[config.mk]
export PLATFORM = sky130hd
export DESIGN_NAME = tile_layer_gen
export DESIGN_NICKNAME = d
export VERILOG_FILES = /design/src/rtl/tile_layer_gen.sv
export SDC_FILE = /design/constraint.sdc
export NUM_CORES = 1
export LEC_CHECK = 0
export CORE_AREA = 3 3 96 98
export CTS_BUF_LIST = sky130_fd_sc_hd__clkbuf_4 sky130_fd_sc_hd__clkbuf_8 sky130_fd_sc_hd__clkbuf_16
export DETAILED_ROUTE_END_ITERATION = 8
export DIE_AREA = 0 0 99 101
export DONT_BUFFER_PORTS = 1
export PLACE_DENSITY = 0.63
export SYNTH_ARGS = -nofsm -noshare
export SYNTH_HDL_FRONTEND = slang
export SYNTH_SLANG_ARGS = --single-unit
[constraint.sdc]
create_clock -name VCLK -period 2.2 [get_ports VCLK]
set_input_delay 0.22 -clock VCLK [delete_from_list [all_inputs] [get_ports VCLK]]
set_output_delay 0.22 -clock VCLK [all_outputs]
set_load 0.005 [all_outputs]
[src/rtl/tile_layer_gen.sv]
// Tilemap scanline generator: scroll-latched tile walk, VRAM attribute fetch,
// 4bpp char ROM fetch, one pixel per VCLK with palette/priority/opacity.
// Latency: tile addressed in 8-pixel group g is shown in group g+1; PIX is
// registered one VCLK after its phase edge. No backpressure; free-running.
// Ports: VCLK/RESET clock and sync reset; PH/PV CRTC counters; SCX/SCY scroll;
// LEN layer enable; VAD/VDT VRAM address/data; CAD/CDT char ROM address/data;
// PIX/PAL/PRIO/OPQ pixel outputs to the colour mixer.
module tile_layer_gen #(
  parameter int COLS_LOG2 = 5,
  parameter int ROWS_LOG2 = 5,
  parameter int HOFS      = 2,
  parameter int VOFS      = 32,
  parameter int HLATCH    = 256,
  parameter int ATTR_MODE = 0
) (
  input  logic                           VCLK,
  input  logic                           RESET,
  input  logic [8:0]                     PH,
  input  logic [8:0]                     PV,
  input  logic [7:0]                     SCX,
  input  logic [7:0]                     SCY,
  input  logic                           LEN,
  output logic [COLS_LOG2+ROWS_LOG2-1:0] VAD,
  input  logic [15:0]                    VDT,
  output logic [12:0]                    CAD,
  input  logic [31:0]                    CDT,
  output logic [3:0]                     PIX,
  output logic [3:0]                     PAL,
  output logic                           PRIO,
  output logic                           OPQ
);

  // scroll registers, sampled once per line in hblank
  logic [7:0] scxl;
  logic [7:0] scyl;

  // scrolled map position, mod 512
  logic [8:0] posh;
  logic [8:0] posv;
  logic [2:0] phase;
  logic [COLS_LOG2-1:0] col;
  logic [ROWS_LOG2-1:0] row;

  assign posh  = PH + {1'b0, scxl} + 9'(HOFS);
  assign posv  = PV + {1'b0, scyl} + 9'(VOFS);
  assign phase = posh[2:0];
  assign col   = posh[COLS_LOG2+2:3];
  assign row   = posv[ROWS_LOG2+2:3];

  // which high position bits go unused depends on the map size
  logic unused_pos;
  assign unused_pos = ^{posh, posv};

  // attribute decode
  logic [9:0] dec_chr;
  logic [3:0] dec_pal;
  logic       dec_prio;
  logic       dec_hf;
  logic       dec_vf;

  always_comb begin
    dec_chr  = {VDT[15:14], VDT[7:0]};
    dec_pal  = VDT[11:8];
    dec_prio = 1'b0;
    dec_hf   = 1'b0;
    dec_vf   = 1'b0;
    case (ATTR_MODE)
      1: begin
        dec_chr  = {1'b0, VDT[13], VDT[7:0]};
        dec_prio = VDT[12];
      end
      2: begin
        dec_hf = VDT[12];
        dec_vf = VDT[13];
      end
      default: begin
      end
    endcase
  end

  // pending attributes (fetched at phase 4) and display state (loaded at phase 7)
  logic [3:0]  pend_pal;
  logic        pend_prio;
  logic        pend_hf;
  logic [31:0] disp_word;
  logic        disp_hf;

  // nibble for this phase; a 3-bit ~phase is 7-phase for the H flip.
  // Within each byte the high nibble is shown first.
  logic [2:0] nib_idx;
  logic [4:0] nib_lsb;

  assign nib_idx = disp_hf ? ~phase : phase;
  assign nib_lsb = {nib_idx[2:1], ~nib_idx[0], 2'b00};

  always_ff @(posedge VCLK) begin
    if (RESET) begin
      scxl      <= '0;
      scyl      <= '0;
      VAD       <= '0;
      CAD       <= '0;
      pend_pal  <= '0;
      pend_prio <= 1'b0;
      pend_hf   <= 1'b0;
      disp_word <= '0;
      disp_hf   <= 1'b0;
      PAL       <= '0;
      PRIO      <= 1'b0;
      PIX       <= '0;
    end else begin
      if (PH == 9'(HLATCH)) begin
        scxl <= SCX;
        scyl <= SCY;
      end
      if (phase == 3'd1) begin
        VAD <= {row, col};
      end
      if (phase == 3'd4) begin
        pend_pal  <= dec_pal;
        pend_prio <= dec_prio;
        pend_hf   <= dec_hf;
        CAD       <= {dec_chr, dec_vf ? ~posv[2:0] : posv[2:0]};
      end
      // a skipped phase 7 (scroll jump) simply holds the previous word
      if (phase == 3'd7) begin
        disp_word <= CDT;
        disp_hf   <= pend_hf;
        PAL       <= pend_pal;
        PRIO      <= pend_prio;
      end
      PIX <= disp_word[nib_lsb +: 4];
    end
  end

  assign OPQ = LEN & (PIX != 4'd0);

endmodule

==> results of run 1 <==
-- state kept, by name, indices dropped and copies added (netlist names) --
register / cells
VAD: 10
disp_word: 32
CAD: 13
scyl: 8
pend_pal: 4
scxl: 8
PAL: 4
PIX: 4
-- repair_timing --
item | 4_1_cts | 5_1_grt
cloned | 2 | 1
gates resized for setup | 15 | 9
hold buffers | 42 | 2
pin swaps | 7 | 3
setup endpoints to repair | 46 | 56
setup buffers | 2 | 0
hold endpoints to repair | 77 | 2
-- cell families (layout without fill, tap and decap cells) --
family                     after synthesis  in the layout  share of synthesized area
AOI/OAI and AO/OA                       86             86                      0.128
and+or+nand+nor                        164            165                      0.184
other                                    1              1                   0.000966
muxes                                   28             28                     0.0979
xor gates and xnor gates                 7              7                     0.0193
adders and majority gates               28             28                     0.0941
DFF                                     83             83                      0.428
buffers and inverters                   37             89                     0.0486
-- area by class of cell --
class	instances	area share
flip-flops and latches	83	0.343
well taps	108	0.0279
inverters	11	0.00853
multi-input cells	315	0.443
repair buffers	62	0.142
clock inverters	7	0.00930
clock buffers	9	0.0256
-- layout by cell type (no fill, tap or decap), types with 4 or more instances in the layout --
cell	count
a211o_1	6
a21o_1	5
a21oi_1	56
buf_12	4
buf_4	10
clkbuf_8	9
clkinv_2	4
dfxtp_1	82
dlygate4sd3_1	43
ha_1	24
inv_1	8
mux2i_1	20
mux4_2	8
nand2_1	108
nand3_1	4
nor2_1	27
o21ai_0	6
-- report_power, final --
part	internal (mW)	leakage (nW)	switching, mW
Combinational	0.190	1.26	0.179
Sequential	1.55	0.673	0.0295
Clock	0.406	0.0887	0.557
Total	2.14	2.02	0.766
-- final timing paths --
kind | from | end | cells past startpoint
worst max-delay path | scxl[1] | VAD[5] | 10
worst min-delay path | VDT[15] | CAD[12] | 2
worst max register to register | scxl[1] | VAD[5] | 10
worst min register to register | disp_word[27] | disp_word[27] | 2
-- stage by stage --
step / hold slack (ns) / cells / utilization / instance area [um2] / setup slack, ns
after floorplan: 0.356 / 434 / - / 3900 / -0.0126
after global placement: 0.297 / 530 / 0.473 / 4050 / -0.137
after detailed placement: 0.299 / 530 / 0.473 / 4050 / -0.153
after CTS: 0.000108 / 592 / 0.557 / 4760 / -0.0191
after global routing: 0.00365 / 595 / 0.566 / 4840 / -0.109
final: 0.0184 / 595 / 0.566 / 4840 / -0.0210
-- per-layer routing --
metal  GRT usage  routed length [um]  vias up  part of all wire
met5           0                   0        -                 0
met4      0.0536                  87        0            0.0093
met3      0.0526                 550        7             0.059
met2       0.315                4660       91              0.50
met1       0.229                4070     1490              0.43
li1            -                   -     1584                 -
==> out/qor.csv, run 1 <==
stage,metric,value,unit
status,status,"complete, but fails checks",
status,violations,setup timing,
cts,h-tree-depth,3,
drt,drt-wirelength-per-cell,15.7,um
finish,drive_above_1_share,0.148,
critical_path,crit_buf_inv,4,
placed_design,dp_hpwl,6.01,mm
critical_path,crit_chain,"inv_2, ha_4, inv_2, ha_4, fa_2, buf_6, nor3b_4, buf_4, nor2_1, a211oi_1",
timing,fin_crit_sh,1.01,
critical_path,cp_max_fo,6,
drt,vias_per_cell,5.33,
drt,dr_total_vias,3172,
flow_run,max_cap_violations,0,
timing,setup_viol,20,
yosys,yosysSeqAreaShare,0.428,
global_route,overflow,0,
yosys,synth_top_area_frac,0.428,
finish,regArea,0.00166,mm2
placed_design,place.port_buffers,0,
cts,tritoncts,yes,
finish,final_nets,595,
die,num_rows,34,
timing,layout_setup_ws,-0.0210,ns
drt,drc,0,
yosys,synth_common_cells,"nand2_1 (111), dfxtp_1 (83), a21oi_1 (59), nor2_1 (28), ha_1 (26)",
yosys,synthMostInstantiatedCell,nand2_1,
critical_path,path_class,reg -> reg,
die,initial_core_util,0.454,
critical_path,worst_ep_required_time,2.47,ns
yosys,synth_edf_count,0,
cts,clock_path_buffers,2,
yosys,yosys-top-cells-area,"dfxtp_1 (43%), nand2_1 (11%), ha_1 (8.4%)",
critical_path,start_kind,flop,
drt,dr.pass1.iters,4,
global_route,grt_pass1_wl,14.8,mm
cts,clock-sinks,83,
critical_path,end_kind,flop,
cts,numCtsBuffers,9,
die,io_pins,118,
cts,clk_latency,0.35,ns
power_and_ir_drop,p_leak,2.02,nW
cts,cts-root-buf,clkbuf_8,
die,die-area,0.0100,mm2
timing,hold_viol,0,
yosys,synthesis.nets,547,
yosys,syn-cell-area,0.00388,mm2
timing,setup_tns,-0.188,ns
yosys,synth_area_per_cell,8.95,um2
finish,nFillCells,785,
yosys,yosysWarnings,0,
min_path,hp-class,in -> reg,
drt,ant_nets,0,
yosys,synthDistinctLibCells,40,
placed_design,place_congestion,0.786,
die,die_w,99,um
critical_path,slowest_stage,fa_2,
timing,period_minus_slack,2.22,ns
timing,drv_slew,0,
drt,drt_iter0_markers,95,
critical_path,slowest_delay,0.46,ns
critical_path,cp.arrival,2.49,ns
cts,clk_pin_slew,0.09,ns
yosys,synth_cells,434,
critical_path,path_delay_family,adder cells,
timing,fin_skew,0.0111,ns
yosys,synth_seq_cells,83,
critical_path,reg2reg_setup_slack,-0.02,ns
yosys,synth-main-ff-cell,dfxtp_1,
timing,rsz0062_at_grt,true,
global_route,grt_pass1_vias,3029,
finish,syn_to_final_growth,24.7,%
timing,fmax,450,MHz
global_route,grt_max_degree,78,
power_and_ir_drop,power,2.91,mW
die,dieHeight,101,um
drt,wirelength,9.36,mm
yosys,synthArstFlopShare,0,
finish,diodes,0,
power_and_ir_drop,p_per_area,601,mW/mm2
finish,multi_input_area,0.00215,mm2
die,core_area,0.00855,mm2
power_and_ir_drop,ir_drop,0.473,mV
global_route,grt.total_usage,0.185,
global_route,antenna_found_initial,0,
yosys,yosysTopAreaCell,dfxtp_1,
Note: power is estimated with default switching activity, not from simulation.
==> run 2, diff against run 1 <==
- PLACE_DENSITY: 0.63 -> 0.68
- SETUP_SLACK_MARGIN: not set -> 0.3
==> run 2 against run 1 <==
The flow finishes with violations (hold timing, setup timing). Non-clock buffer count is 16 lower. Combinational power is 3% lower. First-iteration DRC count decreased by 6.3%. Wire length is 1.5% higher. Cell area up 2.8%. Utilization is 1.6 points higher. Clock power rose by 5%. Clock skew grew 0.0045 ns. Critical path type unchanged. Largest power group unchanged.
==> out/qor.csv, run 2 (synthesized netlist as in run 1, its figures left out) <==
stage,metric,value,unit
placed_design,dp_hpwl,6.22,mm
die,initial_core_util,0.454,
timing,drv_slew,0,
critical_path,path_class,reg -> reg,
die,num_rows,34,
min_path,hold_path_startpoint,RESET,
cts,h-tree-depth,3,
min_path,min_to,VAD[0],
timing,setup_viol,51,
finish,final_nets,580,
timing,layout_setup_ws,-0.0725,ns
placed_design,place_congestion,0.784,
drt,drt_iter0_markers,89,
timing,fin_crit_sh,1.03,
cts,clk_latency,0.35,ns
die,die-area,0.0100,mm2
timing,period_minus_slack,2.27,ns
power_and_ir_drop,p_int,2.19,mW
die,io_pins,118,
finish,top_register,disp_word,
finish,top_regs,"disp_word x32, CAD x13, VAD x10",
power_and_ir_drop,power_frac_clock,0.342,
power_and_ir_drop,p_leak,2.08,nW
global_route,antenna_found_initial,0,
power_and_ir_drop,p_sw_frac,0.257,
timing,worst_pin_slew,0.544,ns
finish,most-common-layout-cells,"dfxtp_1 (82), nand2_1 (82), a21oi_2 (34)",
finish,nFillCells,744,
status,violations,"hold timing, setup timing",
finish,multi_input_area,0.00240,mm2
power_and_ir_drop,p_per_area,592,mW/mm2
min_path,hold_depth,1,
finish,largest_register_ffs,32,
power_and_ir_drop,p_sw,758,uW
power_and_ir_drop,ir_drop,0.330,mV
finish,finalNonFillerCells,580,
critical_path,worst_ep_required_time,2.48,ns
timing,hold_viol,16,
finish,drive_above_1_share,0.316,
die,dieHeight,101,um
timing,relSlewSlack,0.636,
finish,regArea,0.00166,mm2
global_route,grt_pass1_wl,14.4,mm
timing,setup_tns,-1.80,ns
critical_path,cp_max_fo,13,
critical_path,cp.arrival,2.55,ns
placed_design,place.port_buffers,0,
global_route,grt.total_usage,0.177,
drt,dr_total_vias,3176,
critical_path,r2r_start,scxl[1],
drt,wirelength,9.50,mm
cts,numCtsBuffers,9,
cts,cts_hold_buf,16,
cts,cts-root-buf,clkbuf_8,
min_path,hp-class,in -> reg,
die,die_w,99,um
drt,vias_per_cell,5.48,
cts,tritoncts,yes,
global_route,grt_max_degree,84,
power_and_ir_drop,combinationalPowerShare,0.122,
flow_run,max_cap_violations,0,
cts,clock_path_buffers,2,
finish,diodes,0,
global_route,grt_pass1_vias,3092,
drt,drt-wirelength-per-cell,16.4,um
placed_design,dp_cells,534,
drt,ant_nets,0,
global_route,overflow,0,
timing,fmax,440,MHz
timing,rsz0062_at_grt,true,
critical_path,reg2reg_setup_slack,-0.07,ns
finish,syn_to_final_growth,28.2,%
critical_path,end_kind,flop,
drt,drc,0,
finish,stdcell_area,0.00498,mm2
placed_design,placed_area,0.00411,mm2
status,status,"complete, but fails checks",
cts,clk_pin_slew,0.09,ns
cts,clock-sinks,83,
critical_path,r2r-end,disp_word[30],
timing,whs,-0.0384,ns
power_and_ir_drop,pwr-share-seq,0.536,
critical_path,start_kind,flop,
critical_path,r2r.worst_path.cells,11,
die,core_area,0.00855,mm2
timing,fin_skew,0.0156,ns
drt,dr.pass1.iters,4,
## run 2: how the worst max path moves through the flow
stage	endpoint	slack (ns)	cells after the start	from
finish	disp_word[30]	-0.07	11	scxl[1]
global route	disp_word[23]	-0.15	11	scxl[1]
CTS	disp_word[12]	-0.05	11	scxl[1]
detailed placement	VAD[9]	-0.13	11	scxl[1]
global placement	VAD[9]	-0.10	8	scxl[1]
floorplan	VAD[3]	-0.01	10	scxl[1]
## run 2: worst max-delay path: stages (launching register included)
cell       delay [ns]
dfxtp_2          0.34
inv_2            0.04
ha_4             0.25
inv_2            0.04
ha_4             0.15
fa_2             0.54
buf_6            0.13
buf_12           0.10
and3_4           0.23
clkbuf_16        0.18
nand2_1          0.06
a21oi_1          0.12
## run 2: power groups by stage
stage                     Sequential, mW  Clock, mW  Combinational (mW)
after global routing                1.59       1.10               0.390
after detailed placement            1.61          0               0.260
after global placement              1.61          0               0.254
final                               1.58       1.01               0.359
after floorplan                     1.60          0               0.223
after CTS                           1.58       1.04               0.324
## run 2: area by class of cell
class                           count  area share
Clock inverter                      5     0.00754
Clock buffer                       11      0.0292
Inverter                           11     0.00830
Timing Repair Buffer               46       0.111
Multi-Input combinational cell    316       0.483
Sequential cell                    83       0.334
Tap cell                          108      0.0271
## run 2: what timing repair did
action,in CTS,in global routing
endpoints found under the setup margin,67,67
gates cloned,2,3
hold endpoints to repair,77,61
pin swaps,24,15
resized for setup,61,42
setup buffers,7,2
## run 2: routing by layer
| metal | part of all wire | up-vias | global-route usage | routed length (um) |
|---|---|---|---|---|
| met5 | 0 | - | 0 | 0 |
| met3 | 0.072 | 4 | 0.0623 | 688 |
| met4 | 0.0054 | 0 | 0.0504 | 51 |
| li1 | - | 1552 | - | - |
| met1 | 0.39 | 1531 | 0.206 | 3730 |
| met2 | 0.53 | 89 | 0.309 | 5030 |
## run 2: stage by stage
| stage | total power, mW | hold WS, ns | setup WS, ns | utilization |
|---|---|---|---|---|
| global route | 3.08 | -0.0698 | -0.153 | 0.582 |
| finish | 2.95 | -0.0384 | -0.0725 | 0.582 |
| global placement | 1.87 | 0.299 | -0.105 | 0.480 |
| floorplan | 1.83 | 0.356 | -0.0110 | - |
| detailed placement | 1.87 | 0.300 | -0.133 | 0.480 |
| CTS | 2.94 | -0.0837 | -0.0549 | 0.556 |
